==> config.mk <==
export PLATFORM = sky130hd
export DESIGN_NAME = seq_multiplier_p_flat
export DESIGN_NICKNAME = d
export VERILOG_FILES = /design/src/rtl/mul_pkg.sv /design/src/rtl/seq_multiplier_p_if.sv /design/src/rtl/mul_step.sv /design/src/rtl/seq_multiplier_p.sv /design/src/flat_wrapper.sv
export SDC_FILE = /design/constraint.sdc
export NUM_CORES = 1
export LEC_CHECK = 0
export BUFFER_PORTS_ARGS = -buffer_cell sky130_fd_sc_hd__buf_2
export CORE_ASPECT_RATIO = 1.25
export CORE_MARGIN = 2
export CORE_UTILIZATION = 55
export CTS_CLUSTER_DIAMETER = 50
export DETAILED_ROUTE_END_ITERATION = 7
export HOLD_SLACK_MARGIN = 0.08
export PLACE_DENSITY_LB_ADDON = 0.08
export RECOVER_POWER = 50
export REMOVE_ABC_BUFFERS = 1
export SETUP_SLACK_MARGIN = 0.4
export SLEW_MARGIN = 5
export SYNTH_ARGS = -nofsm -noshare
export SYNTH_HDL_FRONTEND = slang
export SYNTH_HIERARCHICAL = 1
export SYNTH_SLANG_ARGS = --single-unit
==> constraint.sdc <==
create_clock -name clk -period 5.2 [get_ports clk]
set_input_delay 1.04 -clock clk [delete_from_list [all_inputs] [get_ports clk]]
set_output_delay 1.04 -clock clk [all_outputs]
set_load 0.05 [all_outputs]
==> src/rtl/mul_pkg.sv <==
// mul_pkg: shared mode encodings and FSM state type for the sequential multiplier
//   MUL_UU/MUL_SS/MUL_SU : mode field values (2'b11 behaves as MUL_UU)
//   state_t              : IDLE / RUN / DONE
package mul_pkg;
    localparam logic [1:0] MUL_UU = 2'b00;
    localparam logic [1:0] MUL_SS = 2'b01;
    localparam logic [1:0] MUL_SU = 2'b10;
    typedef enum logic [1:0] {IDLE, RUN, DONE} state_t;
endpackage

==> src/rtl/seq_multiplier_p_if.sv <==
// seq_multiplier_p_if: start/busy/done handshake and operand/product bus
//   start, mode, x, y : request side (master drives)
//   busy, done, z     : response side (slave drives)
interface seq_multiplier_p_if #(parameter int W = 32);
    logic           start;
    logic [1:0]     mode;
    logic [W-1:0]   x;
    logic [W-1:0]   y;
    logic           busy;
    logic           done;
    logic [2*W-1:0] z;
    modport master(output start, mode, x, y, input busy, done, z);
    modport slave(input start, mode, x, y, output busy, done, z);
endinterface

==> src/rtl/mul_step.sv <==
// mul_step: one shift-add iteration, s = hi +/- (p0 ? y : 0) at W+1 bits
//   hi  : upper half of the partial product
//   p0  : current multiplier bit
//   y   : multiplicand
//   ys  : multiplicand is signed (sign-extend both terms)
//   sub : subtract instead of add (final step of a signed multiplier)
//   s   : W+1-bit sum forming the new upper part of the partial product
module mul_step #(parameter int W = 32) (
    input  logic [W-1:0] hi,
    input  logic         p0,
    input  logic [W-1:0] y,
    input  logic         ys,
    input  logic         sub,
    output logic [W:0]   s
);
    logic [W-1:0] w0;
    logic [W:0]   a;
    logic [W:0]   b;
    always_comb begin
        w0 = p0 ? y : '0;
        a  = {ys & hi[W-1], hi};
        b  = {ys & w0[W-1], w0};
        s  = sub ? a - b : a + b;
    end
endmodule

==> src/rtl/seq_multiplier_p.sv <==
// seq_multiplier_p: iterative shift-add multiplier, one multiplier bit per cycle, 2W-bit product
//   clk : rising-edge clock
//   rst : synchronous reset, active low
//   bus : slave side of seq_multiplier_p_if (start/mode/x/y in, busy/done/z out)
module seq_multiplier_p
    import mul_pkg::*;
#(
    parameter int W = 32
) (
    input  logic                clk,
    input  logic                rst,
    seq_multiplier_p_if.slave   bus
);
    localparam int CW = $clog2(W) + 1;

    state_t         state;
    state_t         nxt;
    logic [2*W-1:0] p;
    logic [2*W-1:0] z_q;
    logic [W-1:0]   yr;
    logic           xs;
    logic           ys;
    logic [CW-1:0]  cnt;
    logic [W:0]     s;
    logic           last;
    logic           accept;

    assign last   = cnt == CW'(W - 1);
    assign accept = bus.start && state != RUN;

    // A signed multiplier's top bit carries weight -2^(W-1), so its partial product is subtracted
    mul_step #(.W(W)) u_step (
        .hi  (p[2*W-1:W]),
        .p0  (p[0]),
        .y   (yr),
        .ys  (ys),
        .sub (last && xs),
        .s   (s)
    );

    always_comb begin
        nxt = state;
        nxt = state == RUN ? (last ? DONE : RUN) : (accept ? RUN : IDLE);
    end

    always_ff @(posedge clk) begin
        if (!rst) begin
            state <= IDLE;
            p     <= '0;
            yr    <= '0;
            xs    <= 1'b0;
            ys    <= 1'b0;
            cnt   <= '0;
            z_q   <= '0;
        end else begin
            state <= nxt;
            if (accept) begin
                p   <= {{W{1'b0}}, bus.x};
                yr  <= bus.y;
                cnt <= '0;
                xs  <= bus.mode == MUL_SS || bus.mode == MUL_SU;
                ys  <= bus.mode == MUL_SS;
            end else if (state == RUN) begin
                p   <= {s, p[W-1:1]};
                cnt <= cnt + 1'b1;
                // z mirrors P outside RUN; capturing on the last step keeps the old result visible while iterating
                if (last) z_q <= {s, p[W-1:1]};
            end
        end
    end

    assign bus.busy = state == RUN;
    assign bus.done = state == DONE;
    assign bus.z    = z_q;
endmodule

==> src/flat_wrapper.sv <==
// flat-port wrapper written by rule: the top's interface ports become plain ports
module seq_multiplier_p_flat import mul_pkg::*;
#(
    parameter int W = 32
)
  (clk, rst, bus_start, bus_mode, bus_x, bus_y, bus_busy, bus_done, bus_z);
  seq_multiplier_p_if #(.W(W)) bus_i ();
  input  logic clk;
  input  logic rst;
  input wire logic [$bits(bus_i.start)-1:0] bus_start;
  input wire logic [$bits(bus_i.mode)-1:0] bus_mode;
  input wire logic [$bits(bus_i.x)-1:0] bus_x;
  input wire logic [$bits(bus_i.y)-1:0] bus_y;
  output wire logic [$bits(bus_i.busy)-1:0] bus_busy;
  output wire logic [$bits(bus_i.done)-1:0] bus_done;
  output wire logic [$bits(bus_i.z)-1:0] bus_z;
  assign bus_i.start = bus_start;
  assign bus_i.mode = bus_mode;
  assign bus_i.x = bus_x;
  assign bus_i.y = bus_y;
  assign bus_busy = bus_i.busy;
  assign bus_done = bus_i.done;
  assign bus_z = bus_i.z;
  seq_multiplier_p #(.W(W)) u_core (.clk(clk), .rst(rst), .bus(bus_i));
endmodule
==> flow_summary.toml <==
[critical_path]
cp-start-kind = "register"
crit_type = "register to register"
cp_data_arrival_time_ns = 4.74
worst-endpoint-required_ns = 5.54
cp_max_fo = 21
worst_setup_path_end_kind = "register"

[yosys]
synth_largest_type_area_fraction_pct = 34.7
biggest_area_consumer_among_synthesized_cells = "dfxtp_1"
synth_seq_area_share_pct = 34.7
flip_flop_and_latch_count_after_synthesis = 170
netlist_area_sq_um = 9810
yosys_warnings = 6
ys_top_cells_by_area = "dfxtp_1 (35%), mux2i_1 (9.8%), nand2_1 (9.4%)"
ys_dominant_reg_cell = "dfxtp_1"
postSynthCellCount = 1207
synth_edf_count = 0
syn-mean-instance-area_sq_um = 8.13
async_flop_share_pct = 0
netlist-cell-type-count = 73

[sta]
number_of_pins_exceeding_their_max_slew_limit_in_the_final_report = 77
fin_skew_ns = 0.0155
worst_pin_slew_ns = 2.02
report.final.setup_viol = 0
hold_violations = 0
min_period_over_period_pct = 84.6
max-slew-margin-rel_pct = -35.0
maximum_frequency_from_static_timing_analysis_ghz = 0.227
grt_setup_unrepaired = "no"
final_period_minus_worst_setup_slack_ns = 4.40
finalWorstSetupSlack_ns = 0.803
finalHoldWorstSlack_ns = 0.453

[grt]
grt_overflow_total = 0
overall_global_routing_resource_usage_pct = 25.6
grt_start_max_net_pins = 81
number_of_global_route_vias_before_repair = 8069
wire_length_of_the_first_global_routing_pass_mm = 39.4
antenna_found_initial = 7

[floorplanning]
die_y_um = 153
pin_count = 135
design.die.area_sq_um = 18900
core_region_area_sq_um = 17500
die-width_um = 123
rows = 54
initial_core_util_pct = 56.1

[clocking]
clk_pin_slew_worst_paths_ns = 0.07
h-tree-depth = 4
clk_path_buf_depth = 2
cts_tree = "built"
worst_skew_pair.late_latency_ns = 0.43
numCtsBuffers = 17
cts_hold_buf = 0
cts-root-buf = "clkbuf_16"
post_cts_resized = 0
numClockSinks = 170
post_cts.repair.setup_buffers = 0

[placed_design]
gp_congestion = 0.931
port_buffers = 134
dp.final_hpwl_mm = 16.6
place_inst = 1491
dp_worst_setup_slack_ns = 0.918

[detailed_routing]
postRouteAntennaNets = 0
wl_per_cell_um = 15.6
wl_met1_mm = 10.7
wl_met3_mm = 1.42
drt-initial-drc-count = 389
wl_met2_mm = 11.2
detail_route.vias_per_cell = 5.60
uppermost_layer_routed = "met5"
finalWirelength_mm = 23.7
drt_drc_violations_left = 0
via_count = 8558
drt_pre_antenna_iters = 5

[power]
leakage_nw = 4.18
internal_power_w = 0.00271
power.sequential.fraction_pct = 33.8
clock_power_share_pct = 30.7
power_frac_comb_pct = 35.5
power.ir.vdd_worst_v = 0.000208
power.density_nw_per_um2 = 394
power.switching_fraction_pct = 36.6
net-switching-power_w = 0.00157

[status]
violations = "max-capacitance violations, max-slew violations"
status = "finished with violations"

[layout]
nets_final = 1391
syn_to_final_growth_pct = 10.5
layout_commonest_cell = "nand2_1"
mostFrequentLayoutCells = "nand2_1 (245), dfxtp_1 (170), a21oi_1 (125)"
layout.filler_cells = 1629
post-route-util_pct = 62.0
final-instance-count-excl-fill = 1527
drive_above_1_share_pct = 11.8

[job]
cap_viol_max_count = 2

[min_path]
hold_class = "register to register"
==> cell usage after synthesis, drive strengths merged (25+ instances only) <==
cell / n
dfxtp: 170
mux2i: 96
a21oi: 127
a211oi: 35
nor2: 79
xor2: 25
nand2: 245
clkbuf: 32
buf: 52
ha: 35
nand3: 50
o21ai: 68
==> cell families (layout without fill, tap and decap cells) <==
| logic type | count (synthesis) | in the layout | synth area share, % |
|---|---|---|---|
| AND/OR/NAND/NOR | 451 | 451 | 20.2 |
| AO/OA/AOI/OAI | 298 | 298 | 20.5 |
| flip-flops | 170 | 170 | 34.7 |
| buffers and inverters | 108 | 199 | 5.97 |
| multiplexers | 96 | 96 | 9.79 |
| XOR/XNOR | 48 | 48 | 4.28 |
| adder cells (fa/ha/maj) | 36 | 36 | 4.67 |
| other | 0 | 5 | 0 |
==> power groups by stage <==
stage | sequential, W | combinational [W] | clock, W
2_1_floorplan | 0.00146 | 0.00116 | 0
3_3_place_gp | 0.00147 | 0.00149 | 0
3_5_place_dp | 0.00147 | 0.00150 | 0
4_1_cts | 0.00144 | 0.00151 | 0.00134
5_1_grt | 0.00146 | 0.00168 | 0.00139
6_report | 0.00145 | 0.00152 | 0.00131
==> routing by layer <==
layer / vias up / GRT usage [%]
met5: - / 0
met4: 4 / 7.85
met3: 36 / 8.25
met2: 177 / 42.8
met1: 3948 / 31.0
li1: 4393 / -
==> area by class of cell <==
class | instances | area (sq um) | area share, %
multi-input combinational | 929 | 5800 | 53.5
sequential | 170 | 3400 | 31.4
timing repair buffer | 144 | 661 | 6.09
clock buffer | 18 | 439 | 4.05
tap | 224 | 280 | 2.59
clock inverter | 13 | 159 | 1.47
inverter | 24 | 91.3 | 0.842
antenna | 5 | 12.5 | 0.115
==> worst max-delay path, stage by stage, from the launching register on <==
cell	delay (ns)
dfxtp_1	0.79
nand2_1	0.15
ha_1	0.28
and3_1	0.23
and2_1	0.18
nor2_1	0.12
nand3_1	0.09
o211ai_1	0.11
ha_1	0.34
a21oi_1	0.24
o21ai_0	0.16
a41o_1	0.31
a221oi_1	0.43
o31a_1	0.32
o21ai_1	0.12
xnor2_1	0.21
nand2_1	0.07
mux2i_1	0.15
==> flip-flops by register name, indices dropped and copies added (netlist names) <==
signal        flops
u_core/bus.z     64
u_core/cnt        6
u_core/p         64
u_core/state      2
u_core/xs         1
u_core/yr        32
u_core/ys         1
==> path summary, 6_finish.rpt <==
| path | start | depth (start not counted) | to | slack, ns |
|---|---|---|---|---|
| min reg2reg | u_core/bus.z[45]$_SDFFE_PN0P_ | 2 | u_core/bus.z[45]$_SDFFE_PN0P_ | 0.45 |
| max reg2reg | u_core/p[0]$_SDFFE_PN0P_ | 17 | u_core/bus.z[62]$_SDFFE_PN0P_ | 0.80 |
| max | u_core/p[0]$_SDFFE_PN0P_ | 17 | u_core/bus.z[62]$_SDFFE_PN0P_ | 0.80 |
| min | u_core/bus.z[45]$_SDFFE_PN0P_ | 2 | u_core/bus.z[45]$_SDFFE_PN0P_ | 0.45 |
==> per-stage QoR <==
| stage | area, sq um | total power [W] | setup TNS (ns) |
|---|---|---|---|
| 6_report | 10800 | 0.00427 | 0 |
| 5_1_grt | 10800 | 0.00452 | 0 |
| 4_1_cts | 11000 | 0.00429 | 0 |
| 3_5_place_dp | 10400 | 0.00297 | 0 |
| 3_3_place_gp | 10400 | 0.00297 | 0 |
| 2_1_floorplan | 9320 | 0.00262 | -80.95 |
Power figures use the tool's default switching activity.
